[config.mk]
export PLATFORM = sky130hd
export DESIGN_NAME = down_count_ctrl
export DESIGN_NICKNAME = d
export VERILOG_FILES = /design/src/rtl/down_count_ctrl.sv
export SDC_FILE = /design/constraint.sdc
export NUM_CORES = 1
export LEC_CHECK = 0
export ABC_AREA = 1
export CORE_MARGIN = 10
export CORE_UTILIZATION = 30
export CTS_CLUSTER_SIZE = 14
export DETAILED_ROUTE_END_ITERATION = 7
export PLACE_DENSITY_LB_ADDON = 0.15
export SYNTH_ARGS = -nofsm -noshare
export SYNTH_HDL_FRONTEND = slang
export SYNTH_SLANG_ARGS = --single-unit
[constraint.sdc]
create_clock -name clk -period 2.35 [get_ports clk]
set_input_delay 0.47 -clock clk [delete_from_list [all_inputs] [get_ports clk]]
set_output_delay 0.47 -clock clk [all_outputs]
set_load 0.005 [all_outputs]
[src/rtl/down_count_ctrl.sv]
`default_nettype none
// +--------------------------------------------------------------------------+
// | Module      : down_count_ctrl                                            |
// | Description : Next-state and control stage feeding the 4-bit state       |
// |               register of the down-counter. Loads a start value, counts  |
// |               down one step per enabled tick and reports terminal count  |
// |               with a single-cycle done pulse. Presents a start/busy/done |
// |               handshake to the surrounding control logic.                |
// | Revision    : 1.0 - initial release                                      |
// +--------------------------------------------------------------------------+
// | Parameters                                                               |
// |   WIDTH     - bit width of load_val and count (default 4)                |
// |                                                                          |
// | Ports                                                                    |
// |   clk       in   1      system clock, rising-edge active                  |
// |   reset_n   in   1      asynchronous active-low reset                     |
// |   start     in   1      load load_val and begin counting (IDLE only)      |
// |   load_val  in   WIDTH  start value captured on an accepted start         |
// |   tick      in   1      count enable, one decrement per cycle in COUNT    |
// |   abort     in   1      synchronous cancel back to IDLE                   |
// |   count     out  WIDTH  registered current count (drives register d)     |
// |   busy      out  1      registered, high while counting or in DONE        |
// |   done      out  1      registered single-cycle terminal-count pulse      |
// |   zero      out  1      combinational, count == 0                         |
// |                                                                          |
// | Build option                                                             |
// |   DOWN_COUNT_AUTO_RELOAD_EN - when defined, reaching terminal count in   |
// |   COUNT reloads the captured start value and keeps counting (done still |
// |   pulses). When undefined the counter is one-shot.                       |
// +--------------------------------------------------------------------------+

module down_count_ctrl #(
   parameter int WIDTH = 4
) (
   input  logic             clk,
   input  logic             reset_n,
   input  logic             start,
   input  logic [WIDTH-1:0] load_val,
   input  logic             tick,
   input  logic             abort,
   output logic [WIDTH-1:0] count,
   output logic             busy,
   output logic             done,
   output logic             zero
);

   typedef enum logic [1:0] {
      S_IDLE  = 2'd0,
      S_COUNT = 2'd1,
      S_DONE  = 2'd2
   } state_e;

   localparam logic [WIDTH-1:0] c_zero = '0;
   localparam logic [WIDTH-1:0] c_one  = WIDTH'(1);

   state_e           state_q;
   logic [WIDTH-1:0] count_q;
   logic             busy_q;
   logic             done_q;
`ifdef DOWN_COUNT_AUTO_RELOAD_EN
   logic [WIDTH-1:0] reload_q;
`endif

   // Helper decodes used by the state machine.
   logic             w_accept_start;   // start taken this cycle (abort wins)
   logic             w_load_is_zero;   // zero-length request goes straight to DONE
   logic             w_last_tick;      // this tick moves count from 1 to 0
   logic [WIDTH-1:0] w_count_dec;

   assign w_accept_start = start & ~abort;
   assign w_load_is_zero = (load_val == c_zero);
   assign w_last_tick    = tick & (count_q == c_one);
   assign w_count_dec    = count_q - c_one;

   // ------------------------------------------------------------------------
   // Single-process state machine. busy and done are registered alongside
   // the state so that they are glitch-free and line up with count.
   // done defaults low every cycle, which makes it a one-cycle pulse.
   // ------------------------------------------------------------------------
   always_ff @(posedge clk or negedge reset_n) begin
      if (!reset_n) begin
         state_q  <= S_IDLE;
         count_q  <= c_zero;
         busy_q   <= 1'b0;
         done_q   <= 1'b0;
`ifdef DOWN_COUNT_AUTO_RELOAD_EN
         reload_q <= c_zero;
`endif
      end else begin
         done_q <= 1'b0;

         case (state_q)
            S_IDLE: begin
               if (w_accept_start) begin
                  count_q <= load_val;
                  busy_q  <= 1'b1;
`ifdef DOWN_COUNT_AUTO_RELOAD_EN
                  reload_q <= load_val;
`endif
                  if (w_load_is_zero) begin
                     state_q <= S_DONE;
                     done_q  <= 1'b1;
                  end else begin
                     state_q <= S_COUNT;
                  end
               end
            end

            S_COUNT: begin
               // abort has priority over tick; start is not looked at here.
               if (abort) begin
                  state_q <= S_IDLE;
                  count_q <= c_zero;
                  busy_q  <= 1'b0;
               end else if (w_last_tick) begin
                  done_q <= 1'b1;
`ifdef DOWN_COUNT_AUTO_RELOAD_EN
                  // Wrap back to the captured start value and keep counting.
                  count_q <= reload_q;
`else
                  count_q <= c_zero;
                  state_q <= S_DONE;
`endif
               end else if (tick) begin
                  // count is at least 2 here, so this can never underflow.
                  count_q <= w_count_dec;
               end
            end

            S_DONE: begin
               // One-cycle state; abort makes no difference. count is
               // already 0 on every path into DONE.
               state_q <= S_IDLE;
               busy_q  <= 1'b0;
            end

            default: begin
               state_q <= S_IDLE;
               count_q <= c_zero;
               busy_q  <= 1'b0;
            end
         endcase
      end
   end

   assign count = count_q;
   assign busy  = busy_q;
   assign done  = done_q;
   assign zero  = (count_q == c_zero);

endmodule

`default_nettype wire

Yosys cells after proc, flatten, opt, wreduce, memory -nomap -nowiden
Cells that the tools add are included.
- logic and storage cells: 40
- input bits: 9
- flip-flop bits (word level): 8
- output and inout bits: 7
- eq/ne operators: 7
- bitwise operators: 4
- add/subtract/negate cells: 1
- multiplexer cells: 18
- reduce and logical (&&, ||, !) cells: 6
- operator list (cell ; number):
    4-bit 2-to-1 mux ; 4
    4-bit one-hot mux with 3 select lines ; 1
    4-bit logical NOT ; 2
    2-bit 2-to-1 mux ; 4
    1-bit 2-to-1 mux ; 6
    4-bit by 1-bit == test with 1-bit output (second input constant) ; 1
    2-bit inequality test (second input constant) ; 2
    4-bit inequality test (second input constant) ; 1
    1-bit one-hot mux with 2 select lines ; 2
    2-bit one-hot mux with 2 select lines ; 1
    2-bit AND reduction ; 2
    4-bit by 1-bit subtractor with 4-bit output (second input constant) ; 1
    3-bit inequality test (second input constant) ; 1
    3-bit AND reduction ; 1
    1-bit bitwise AND ; 2
    2-bit by 1-bit == test with 1-bit output (second input constant) ; 1
    2-bit == test (second input constant) ; 1
    2-bit logical NOT ; 1
    1-bit inverter ; 2

Logic depth before layout (Yosys ltp)
- word-level depth: 5
- mapped depth: 9

Worst setup path after synthesis
No wires, ideal clock.
- path type: reg2out
- start point: register count_q[0], in the netlist count[0]
- end point: output zero
- buffers on the path: 0
- path slack: 1.048 ns
- arrival time: 0.832 ns
- cell stages (with the launch flop): 5
- path through: dfrtp_1 -> inv_1 -> ha_1 -> inv_1 -> nor2_1
- longest elaborated chain between the ends: 1
- RTL lines (item ; RTL line ; RTL):
    start: declaration ; 57 ; logic [WIDTH-1:0] count_q;
    start signal: assignment ; 83 ; count_q <= c_zero;
    start signal: assignment ; 95 ; count_q <= load_val;
    start signal: assignment ; 113 ; count_q <= c_zero;
    4-bit logical NOT ; 149 ; assign zero = (count_q == c_zero);
    end: declaration ; 44 ; output logic zero
Every way passes these cells.

Worst setup path in the final report
Ends and elaborated chain as after synthesis.

==> impl_results.md <==
- Outcome: complete, no violations
- Worst Setup SP: count[0]
- I/O pin total: 16
- Die area: 3906 sq um
- Worst Skew: 0.003864 ns
- Top routing layer in use: met4
- CP Data Arrival Time: 1.62 ns
- Int Power: 0.3684 mW
- Vias in the first global route: 456
- Setup violations, final: 0
- Crit share post-route: 89.11%
- Slew @ Worst Pin: 0.3801 ns
- Row Count: 15
- DRT met1 WL: 569 microns
- Layout cells sized above 1: 19.32%
- Die X: 62.50 microns
- Switching Fraction: 36.35%
- CTS tree: built
- Final Slew Violations: 0
- Area Growth Syn to Fin: 37.64%
- GPL Wtd Cong: 0.7284
- Seq cells post-synth: 8
- Met2 WL: 577 microns
- Wire length of the first global-routing pass: a little over 2000 microns
- Slew headroom: 74.58%
- Tot Pwr: ~0.58 mW
- Synth Cell Area: 541.8 sq um
- Clock-pin slew on the worst setup and hold paths: approximately 0.050 ns
- RSZ-0062 raised after global routing: no
- ANT nets after route: 0
- Initial DRC count: 2
- FF-to-FF path depth: 9
- Cts bufs inserted: 3
- Power share of the clock group: ~18%
- Hold Slack: 0.5043 ns
- # clock sinks: 8
- Placed cell area: 723.2 sq um
- Static Leak: 0.3610 nW
- CTS Root Buffer Type: clkbuf_4
- Antenna diodes: 0
- Total routed wirelength: 1213 microns
- Die H: 62.50 microns
- DRT Pass-1 Iters: 2
- Maxcap violations: 0
- Post-route minimum period: around 2.1 ns
- Worst hold path class: input pin to async pin
- R2R Path Start: count[1]
- Synth warnings: 0
- PwrDens: 776.2 nW/um^2
- Post-CTS resize count: 0
- Clock Path Buffers: 2
- Sw power: about 0.21 mW
- Fmax: 477.5 MHz
- CTS H-tree lvls: 1
- Largest net degree at the start of global routing: 9
- Via density: 4.186
- CP Class: flop to output port
- Starting Density: between 30% and 40%
- Worst Path Required: between 1.5 and 2 ns
- Sequential-to-total area share from yosys stat: roughly 37%
- Clk_lat worst skew: 0.25 ns
- Core Region: 1727 sq um
- Setup TNS: 0 ns
- Synthesized Nets: 82
- Final design instance area without fill: ~750 sq um
- FILL cells: approximately 200
- Sequential share of power: 35.2%
- Number of nets in the layout: 102
- Crit path max fanout: 5
- Combinational Power Share: 47.3%
- Critical path startpoint category: flop
- Mapped Cells: 70
- Met3 routed WL: 55 microns
- Maximum vdd drop: 0.0003243 V
- GRT Total Usage: 6.604%
- Mean area per synthesized cell: 7.740 sq um
- Cell variety after synth: 19
- Hold Violations, Final: 0
- Post-DP HPWL: 1056 microns
- Via Count: about 470
- CTS Hold Bufs: 0
- I/O Buffers: 15
- Residual DRC count: 0
- Initial antenna violation count: 0
- GRT overflow: 0
- Crit end category: output port
- WL per Instance: 10.73 microns
- Post-CTS Setup Bufs: 0
==> stage by stage <==
step	setup WS, ns	utilization (%)	std cells
CTS	0.2179	43.19	113
detailed placement	0.5068	41.88	110
global route	0.1351	43.19	113
global placement	0.5617	41.88	110
finish	0.2559	43.19	113
floorplan	1.048	-	70
==> layout by cell type (no fill, tap or decap), types with 2 or more instances in the layout <==
cell	Yosys	final
o21ai_2	2	2
nand2_2	4	4
ha_1	3	3
nor2_1	4	4
dfrtp_1	8	8
nand2_1	21	21
o31ai_1	2	2
clkbuf_4	0	3
nor2_2	3	3
inv_1	10	10
inv_2	2	2
o22ai_1	2	2
nand3_1	2	2
clkdlybuf4s50_1	0	15
==> flip-flops by register name (all words and copies together), names as in the netlist <==
register / cells
state_q: 2
busy: 1
done: 1
count: 4
==> cells in the mapped netlist, drive strengths merged <==
cell type | n | area, sq um
nand2 | 26 | 115.1
xor2 | 1 | 8.760
inv | 13 | 53.81
nor3 | 1 | 16.27
nand3 | 2 | 10.01
ha | 3 | 37.54
nor2 | 7 | 33.78
nand3b | 1 | 7.510
o21ai | 3 | 22.52
dfrtp | 8 | 200.2
a31o | 1 | 8.760
o22ai | 2 | 12.51
o31ai | 2 | 15.01
==> final timing paths <==
check	endpoint	slack, ns
min reg2reg	busy	0.51
max in group asynchronous	count[2]	1.57
max	zero	0.26
min in group clk	busy	0.51
max reg2reg	count[3]	1.05
min	state_q[0]	0.50
==> kinds of logic (layout without fill, tap and decap cells) <==
| group | count (synthesis) | count (layout) | share of synthesized area [%] |
|---|---|---|---|
| adders and majority gates | 3 | 3 | 6.929 |
| buffers and inverters | 13 | 31 | 9.932 |
| AOI/OAI and AO/OA | 8 | 8 | 10.85 |
| xor gates and xnor gates | 1 | 1 | 1.617 |
| DFF | 8 | 8 | 36.95 |
| and+or+nand+nor | 37 | 37 | 33.72 |
==> critical path, cell delays in order, from the launching register on <==
cell             delay [ns]
dfrtp_1                0.41
inv_1                  0.17
ha_1                   0.17
inv_1                  0.04
nor2_1                 0.09
clkdlybuf4s50_1        0.51
==> routing by layer <==
layer	vias up	GRT usage (%)
met5	-	0
met4	0	2.514
met3	2	3.405
met2	12	10.51
met1	204	7.287
li1	255	-
==> power by group through the flow <==
stage          logic [mW]  clock network [mW]  registers, mW
3_3_place_gp        0.281                   0          0.204
4_1_cts             0.282               0.111          0.204
6_report            0.274               0.102          0.204
2_1_floorplan       0.156                   0          0.204
5_1_grt             0.308               0.117          0.208
3_5_place_dp        0.281                   0          0.206
==> layout make-up <==
cell class,instances,area (sq um),area share [%]
clock buffer,3,22.52,3.020
inverter,13,53.80,7.215
multi-input combinational,49,287.8,38.59
sequential,8,200.2,26.85
tap,25,31.28,4.195
timing repair buffer,15,150.1,20.13
(Power assumes the default switching activity.)
